### src/rtl/median_delay_var.sv
// Programmable delay line (0..MAX_DELAY ce-qualified cycles) with a travelling valid bit and a
// fill FSM that masks ovalid until the line has refilled. Build option: MEDIAN_DELAY_VAR_OREG_EN.
module median_delay_var #(
  parameter int unsigned N             = 5,
  parameter int unsigned MAX_DELAY     = 8,
  parameter int unsigned DEFAULT_DELAY = 5,
  localparam int unsigned DW           = $clog2(MAX_DELAY + 1)
) (
  input  logic          clk_i,
  input  logic          rst_i,
  input  logic          ce_i,
  input  logic [DW-1:0] dsel_i,
  input  logic [N-1:0]  idata_i,
  input  logic          ivalid_i,
  output logic [N-1:0]  odata_o,
  output logic          ovalid_o,
  output logic          primed_o
);

  typedef enum logic {StFill, StRun} state_e;

  state_e        state_q;
  logic [DW-1:0] dr_q;
  logic [DW-1:0] cnt_q;
  logic [DW-1:0] dsel_clamped;
  logic [DW:0]   cnt_inc;
  logic [N:0]    stage_q [MAX_DELAY];
  logic [N:0]    tap;
  logic          primed;

  assign dsel_clamped = (dsel_i > DW'(MAX_DELAY)) ? DW'(MAX_DELAY) : dsel_i;
  assign cnt_inc      = {1'b0, cnt_q} + (DW + 1)'(1);
  assign primed       = (state_q == StRun);
  assign primed_o     = primed;

  // Delay change restarts the fill count; stage contents stay and are masked via primed.
  always_ff @(posedge clk_i) begin
    if (rst_i) begin
      state_q <= StFill;
      dr_q    <= DW'(DEFAULT_DELAY);
      cnt_q   <= '0;
    end else if (ce_i) begin
      if (dsel_clamped != dr_q) begin
        state_q <= StFill;
        dr_q    <= dsel_clamped;
        cnt_q   <= '0;
      end else begin
        if (cnt_q < dr_q) cnt_q <= cnt_inc[DW-1:0];
        if ((state_q == StFill) && (cnt_inc >= {1'b0, dr_q})) state_q <= StRun;
      end
    end
  end

  always_ff @(posedge clk_i) begin
    if (rst_i) begin
      for (int unsigned j = 0; j < MAX_DELAY; j++) stage_q[j] <= '0;
    end else if (ce_i) begin
      stage_q[0] <= {ivalid_i, idata_i};
      for (int unsigned j = 1; j < MAX_DELAY; j++) stage_q[j] <= stage_q[j-1];
    end
  end

  // dr_q == 0 selects the live input; otherwise stage dr_q (stored at index dr_q-1).
  always_comb begin
    tap = {ivalid_i, idata_i};
    for (int unsigned j = 0; j < MAX_DELAY; j++) begin
      if (dr_q == DW'(j + 1)) tap = stage_q[j];
    end
  end

`ifdef MEDIAN_DELAY_VAR_OREG_EN
  logic [N-1:0] odata_q;
  logic         ovalid_q;

  always_ff @(posedge clk_i) begin
    if (rst_i) begin
      odata_q  <= '0;
      ovalid_q <= 1'b0;
    end else if (ce_i) begin
      odata_q  <= tap[N-1:0];
      ovalid_q <= tap[N] & primed;
    end
  end

  assign odata_o  = odata_q;
  assign ovalid_o = ovalid_q;
`else
  assign odata_o  = tap[N-1:0];
  assign ovalid_o = tap[N] & primed;
`endif

endmodule

### config.mk
export PLATFORM = sky130hd
export DESIGN_NAME = median_delay_var
export DESIGN_NICKNAME = d
export VERILOG_FILES = /design/src/rtl/median_delay_var.sv
export SDC_FILE = /design/constraint.sdc
export NUM_CORES = 1
export LEC_CHECK = 0
export ABC_CLOCK_PERIOD_IN_PS = 1800
export CAP_MARGIN = 10
export CORE_MARGIN = 1.5
export CORE_UTILIZATION = 53
export CTS_CLUSTER_DIAMETER = 50
export DETAILED_ROUTE_END_ITERATION = 6
export MAX_ROUTING_LAYER = met4
export PLACE_DENSITY = 0.83
export SYNTH_ARGS = -nofsm -noshare
export SYNTH_HDL_FRONTEND = slang
export SYNTH_SLANG_ARGS = --single-unit
### constraint.sdc
create_clock -name clk_i -period 1.8 [get_ports clk_i]
set_input_delay 0.18 -clock clk_i [delete_from_list [all_inputs] [get_ports clk_i]]
set_output_delay 0.18 -clock clk_i [all_outputs]
set_load 0.03 [all_outputs]
==> results.md, run 1 <==
* Max FO, Critical Path at 5
* Synth-to-layout area growth at 37.48%
* Yosys top cell by area: edfxtp_1
* Largest stage delay, worst path at 0.49 ns
* Gr ovfl total at 0
* Setup Viol. Count Final at 13
* Tmin final at 2.168 ns
* Post-detailed-placement half-perimeter wirelength at 4.849 mm
* Via count at 2815
* Clk sinks at 57
* Status: finished, violations left
* Critical path launch point type: flop
* Max transition margin at 74.60%
* Global routing's busiest layer: met2
* Clock slew at reported path FFs at 0.07 ns
* Crit path max-delay family: multiplexers
* Final WL at 9.116 mm
* Ys Warns at 0
* Cts bufs inserted at 9
* TritonCTS clock tree: built
* Dpl cell area at 3612 um2
* Fmax achieved at 0.4612 GHz
* Worst vdd ir at 554.8 uV
* Critical path buffers and inverters at 2
* Tot GR Track Use at 30.66%
* Initial core utilization at 55.60%
* Final RePlAce weighted congestion at 0.8673
* Clk_lat worst skew at 0.36 ns
* Synth area leaders: edfxtp_1 (46%), and3_1 (7.6%), dfxtp_1 (5.8%)
* DIE AREA at 6352 um2
* Syn_area_per_cell at 10.86 um2
* Largest net degree at the start of global routing at 49
* RSZ-0062 raised after global routing: true
* Main synth FF type: edfxtp_1
* Critical-path top delay cell: mux4_2
* H-tree Lvls at 3
* Drt pass-1 iters at 5
* Hold Vio Cnt, Final at 0
* Synth Register Bits at 57
* Post-synth top area share at 46.23%
* Pwr/cell area at 868.6 nW/um2
* Critical Path, Cell by Cell: buf_6 -> or3_1 -> mux4_2 -> a21oi_2 -> o21ai_2 -> buf_6
* Layout cells sized above 1 at 37.15%
* Core box area at 5608 um2
* Tot Pwr at 0.003723 W
* Tcrit/Tclk final at 120.5%
* Failing checks: setup timing
* Fill cells at 324
* ANT cells at 0
* Async set-reset flop share out of synthesis at 0%
* Max-slew violations at 0
* Worst hold margin at 0.5657 ns
* Crit path capture type: output port
* Netlist Area Pre-Place at 3118 um2
* M1 GR Usage at 38.27%
* Drt wl/cell at 21.20 um
* FF/Latch Area at 1634 um2
* Critical path data arrival time at 1.99 ns
* Hold buffer count at cts at 0
* Root buffer cell: clkbuf_8
* IO Pins at 20
* Worst-Margin Slew at 0.3810 ns
* Final instance area at 4287 um2
* Syn_nets at 309
* DR DRC count at 0
* Initial antenna violation count at 0
* Number of flops mapped to enable cells by yosys at 48
* MaxCap Viol Count at 0
* Chip Width at 79.70 um
* Die H at 79.70 um
* Leakage at 1.770 nW
* Starting DRT DRC Count at 431
* Sequential share of the synthesized area at 52.01%
* Post-Synthesis Cells at 287
* Vias per cell at 6.547
* Setup ws final at -0.3682 ns
* Vias in the first global route at 2803
* Post-route ant nets at 0
* FP Rows at 27
* Most frequent CP cell: buf_6
* Port bufs at 19
* Met3 GRT Util at 7.771%
* Multi-input gate area at 1565 um2
* Worst min path class: flop to flop
* CP Class: flop to output port
* Required time worst endpoint at 1.62 ns
* # nets final at 375
* Grt met2 use at 46.61%
* Clk_skew at 0.006499 ns
* Synth cell types at 48
* First-pass GRT wire length at 13.88 mm
* Clock buffer depth at 2
[state kept, by name, indices dropped and copies added (netlist names)]
register  cells
primed_o      1
dr_q          4
cnt_q         4
stage_q      48
[final timing paths]
check	cells past startpoint	from	end	slack, ns
worst max-delay path	6	dr_q[2]	ovalid_o	-0.37
worst min-delay path	2	cnt_q[3]	cnt_q[3]	0.57
worst max register to register	11	dr_q[1]	cnt_q[0]	-0.21
worst min register to register	2	cnt_q[3]	cnt_q[3]	0.57
[per-stage QoR]
step	TNS (ns)	worst slack [ns]	utilization, %	instances
6_report	-2.550	-0.3682	76.44	430
3_3_place_gp	-2.083	-0.5136	64.41	393
4_1_cts	-1.658	-0.3493	75.08	426
5_1_grt	-3.162	-0.4112	76.44	430
3_5_place_dp	-2.100	-0.4934	64.41	393
2_1_floorplan	-0.1030	-0.1030	-	287
[synth_stat cells (3+ instances only)]
library cell,n
a221o_1,4
nand2b_1,5
a2bb2oi_1,5
nor3_1,6
nand4_1,9
a21oi_1,13
mux2i_1,3
nor2b_1,12
nand2_1,14
xnor2_1,3
dfxtp_1,9
o21ai_0,20
nor2_1,11
ha_1,9
o211ai_1,3
and3_1,38
inv_1,7
clkbuf_1,17
a22oi_1,8
buf_2,3
edfxtp_1,48
mux2_2,9
[cell families after synthesis]
kind of cell | share of synthesized area, %
AOI/OAI and AO/OA | 14.05
xor gates and xnor gates | 1.124
adders and majority gates | 3.612
buffers and inverters | 4.213
DFF | 52.01
muxes | 4.936
and+or+nand+nor | 20.06
[where the power goes]
group	leakage [nW]	switching, W	internal [W]	total, W
registers	0.604	0.0000541	0.00152	0.00157
logic	1.05	0.000350	0.000322	0.000671
clock network	0.114	0.000568	0.000913	0.00148
total	1.77	0.000972	0.00275	0.00372
[cell type report]
| type | count | share of cell area (%) |
|---|---|---|
| timing repair buffer | 78 | 16.96 |
| tap | 72 | 2.102 |
| sequential | 57 | 38.12 |
| multi-input combinational | 198 | 36.51 |
| clock inverter | 6 | 2.481 |
| inverter | 9 | 0.8465 |
| clock buffer | 10 | 2.977 |
[metal layers]
metal  vias up  wire length, um
li1       1228                -
met3        35              781
met4         0              331
met5         -                0
met1      1368             3755
met2       184             4248
[repair_timing]
action | 4_1_cts | 5_1_grt
setup buffers | 18 | 4
gates resized for setup | 72 | 13
endpoints found under the setup margin | 13 | 13
pin swaps | 21 | 15
[worst register-to-register path: cells and delay by family (launching register included)]
family / cells / cell delay (ns)
buf+inv: 5 / 0.61
compound gates: 2 / 0.41
fa+ha+maj: 1 / 0.20
simple gates: 3 / 0.30
flops: 1 / 0.36
[layout by cell type, fill, tap and decap left out, drive strengths merged, types with 2 or more instances in the layout]
cell type	count
clkdlybuf4s50	13
o21ai	20
xnor2	3
edfxtp	48
nand2	14
and3	38
nand4	9
a21oi	13
ha	9
o311ai	2
nor2b	12
nand2b	5
a22oi	8
buf	65
nand3b	2
nand4b	2
dfxtp	9
nor2	11
nor3	6
bufinv	3
nand3	2
mux2	9
o211ai	3
clkbuf	10
a31oi	2
clkinv	3
inv	8
mux2i	3
a221o	4
a2bb2oi	5
Note: power is estimated with default switching activity, not from simulation.
==> run 2, diff against run 1 <==
--- a/config.mk
+++ b/config.mk
@@ -7,7 +7,7 @@
 export LEC_CHECK = 0
 export ABC_CLOCK_PERIOD_IN_PS = 1800
 export CAP_MARGIN = 10
-export CORE_MARGIN = 1.5
+export CORE_ASPECT_RATIO = 0.9
 export CORE_UTILIZATION = 53
 export CTS_CLUSTER_DIAMETER = 50
 export DETAILED_ROUTE_END_ITERATION = 6
==> results.md, run 2 (synthesis gave the netlist of run 1 again) <==
* Critical path data arrival time at 2.00 ns (about the same)
* Clk_lat worst skew at 0.35 ns (about the same)
* Most frequent cells in the layout: edfxtp_1 (48), buf_4 (40), and3_1 (38)
* Tcrit/Tclk final at 121.3% (+0.80 points)
* Worst min path class: flop to flop
* Via count at 2765 (-1.8%)
* ANT cells at 0 (unchanged)
* DIE AREA at 6194 um2 (-2.5%)
* Setup Viol. Count Final at 11 (-2)
* Worst-Margin Slew at 0.3818 ns (+0.0008079 ns)
* MaxCap Viol Count at 0 (unchanged)
* Max reg flops at 48 (unchanged)
* Largest net degree at the start of global routing at 43 (-12%)
* Clk_skew at 0.005906 ns (-0.0005930 ns)
* Drt wl/cell at 20.72 um (-2.2%)
* Cts bufs inserted at 9 (unchanged)
* Biggest regs: stage_q x48, cnt_q x4, dr_q x4
* Clock buffer depth at 2 (unchanged)
* Status: finished, violations left
* Core box area at 5660 um2 (+0.94%)
* Post-detailed-placement half-perimeter wirelength at 4.905 mm (+1.2%)
* Worst hold path stage count at 2 (unchanged)
* Tot GR Track Use at 29.01% (-1.6 points)
* Max-slew violations at 0 (unchanged)
* Starting DRT DRC Count at 295 (-32%)
* Max FO, Critical Path at 5 (unchanged)
* Clk sinks at 57 (unchanged)
* Final RePlAce weighted congestion at 0.8974 (+3.5%)
* H-tree Lvls at 3 (unchanged)
* Max transition margin at 74.55% (about the same)
* Fmax achieved at 0.4582 GHz (-0.66%)
* Pwr/cell area at 864.3 nW/um2 (-0.49%)
* IO Pins at 20 (unchanged)
* Drt pass-1 iters at 6 (+1)
* Clock slew at reported path FFs at 0.07 ns (about the same)
* DR DRC count at 0 (unchanged)
* Crit path capture type: output port
* Critical path launch point type: flop
* # nets final at 371 (-1.1%)
* Worst hold margin at 0.5397 ns (-0.02607 ns)
* Die H at 74.77 um (-6.2%)
* TritonCTS clock tree: built
* Initial antenna violation count at 0 (unchanged)
* Reg2reg path depth at 8 (-3)
* Hold Vio Cnt, Final at 0 (unchanged)
* Vias per cell at 6.521 (-0.39%)
* Post-route ant nets at 0 (unchanged)
* Vias in the first global route at 2610 (-6.9%)
* Leakage at 1.770 nW (about the same)
* Failing checks: setup timing
* Required time worst endpoint at 1.62 ns (about the same)
* FP Rows at 26 (-3.7%)
* Most common cell after layout, fill and taps aside: edfxtp_1
* Initial core utilization at 55.08% (-0.52 points)
* Root buffer cell: clkbuf_8
* Top reg by flops: stage_q
* Synth-to-layout area growth at 37.08%
* RSZ-0062 raised after global routing: true
* Setup ws final at -0.3827 ns (-0.01446 ns)
* Gr ovfl total at 0 (unchanged)
* Port bufs at 19 (unchanged)
* Chip Width at 82.85 um (+4.0%)
* CP Class: flop to output port
* Layout cells sized above 1 at 34.46% (-2.7 points)
* TNS Setup at -2.225 ns (+0.3249 ns)
* Hold buffer count at cts at 0 (unchanged)
* First-pass GRT wire length at 13.14 mm (-5.3%)
* Final WL at 8.787 mm (-3.6%)
* Tmin final at 2.183 ns (+0.01446 ns)
* Worst vdd ir at 936.0 uV (+69%)
## run 2: changes by cell type in the layout (fill, tap and decap cells not counted), moves of 2 or more
cell     before  now
buf_12        3    5
mux2_2        5    9
buf_4        44   40
o21ai_2      10    8
buf_6        17   15
a22oi_2       5    2
a22oi_1       3    6
mux2_4        4    0
## run 2: final timing paths
kind	start	to	slack (ns)
min	cnt_q[3]	cnt_q[3]	0.54
min reg2reg	cnt_q[3]	cnt_q[3]	0.54
max	dr_q[2]	ovalid_o	-0.38
max reg2reg	dr_q[2]	dr_q[1]	-0.11
## run 2: power by group
group          switching, W  leakage [nW]  internal [W]  total (W)
combinational      0.000351          1.05      0.000328   0.000679
clock              0.000531         0.116      0.000913    0.00144
sequential        0.0000543         0.604       0.00152    0.00157
## run 2: layout make-up
type / count / area [um2]
Clock buffer: 10 / 127.6
Inverter: 9 / 36.28
Tap cell: 70 / 87.58
Clock inverter: 6 / 106.4
Sequential cell: 57 / 1637
Timing Repair Buffer: 74 / 714.4
Multi-Input combinational cell: 198 / 1565
Fill cell: 345 / 1386
## run 2: routing by layer
metal  global-route usage, %  share of wire, %  vias up
li1                        -                 -     1232
met1                   35.22                40     1323
met2                   44.63                47      171
met3                   8.662               9.0       39
met4                   14.94               3.9        0
met5                       -                 0        -
## run 2: worst max-delay path, cell delays in order, from the launching register on
cell	delay [ns]
dfxtp_4	0.37
buf_6	0.12
or3_1	0.29
mux4_2	0.50
a21oi_2	0.17
o21ai_2	0.08
buf_6	0.14
## run 2: per-stage QoR
step           total power, W  std cells  utilization (%)  instance area (um2)  setup WS [ns]
2_1_floorplan        0.001880        287                -                 3149        -0.1030
3_3_place_gp         0.002094        397            64.79                 3667        -0.5006
3_5_place_dp         0.002114        397            64.79                 3667        -0.5393
4_1_cts              0.003622        421            72.68                 4114        -0.3322
5_1_grt              0.003807        424            75.51                 4274        -0.4226
6_report             0.003694        424            75.51                 4274        -0.3827
## run 2: timing repair
item | in CTS | in global routing
hold endpoints to repair | 0 | 0
gates resized for setup | 50 | 26
pin swaps | 16 | 15
setup endpoints to repair | 13 | 13
setup buffers | 8 | 4
==> run 3, diff against run 2 <==
--- a/config.mk
+++ b/config.mk
@@ -10,6 +10,7 @@
 export CORE_ASPECT_RATIO = 0.9
 export CORE_UTILIZATION = 53
 export CTS_CLUSTER_DIAMETER = 50
+export CTS_CLUSTER_SIZE = 16
 export DETAILED_ROUTE_END_ITERATION = 6
 export MAX_ROUTING_LAYER = met4
 export PLACE_DENSITY = 0.83
==> results of run 3 <==
Final layout, timing and power as in run 2 (identical DEF).
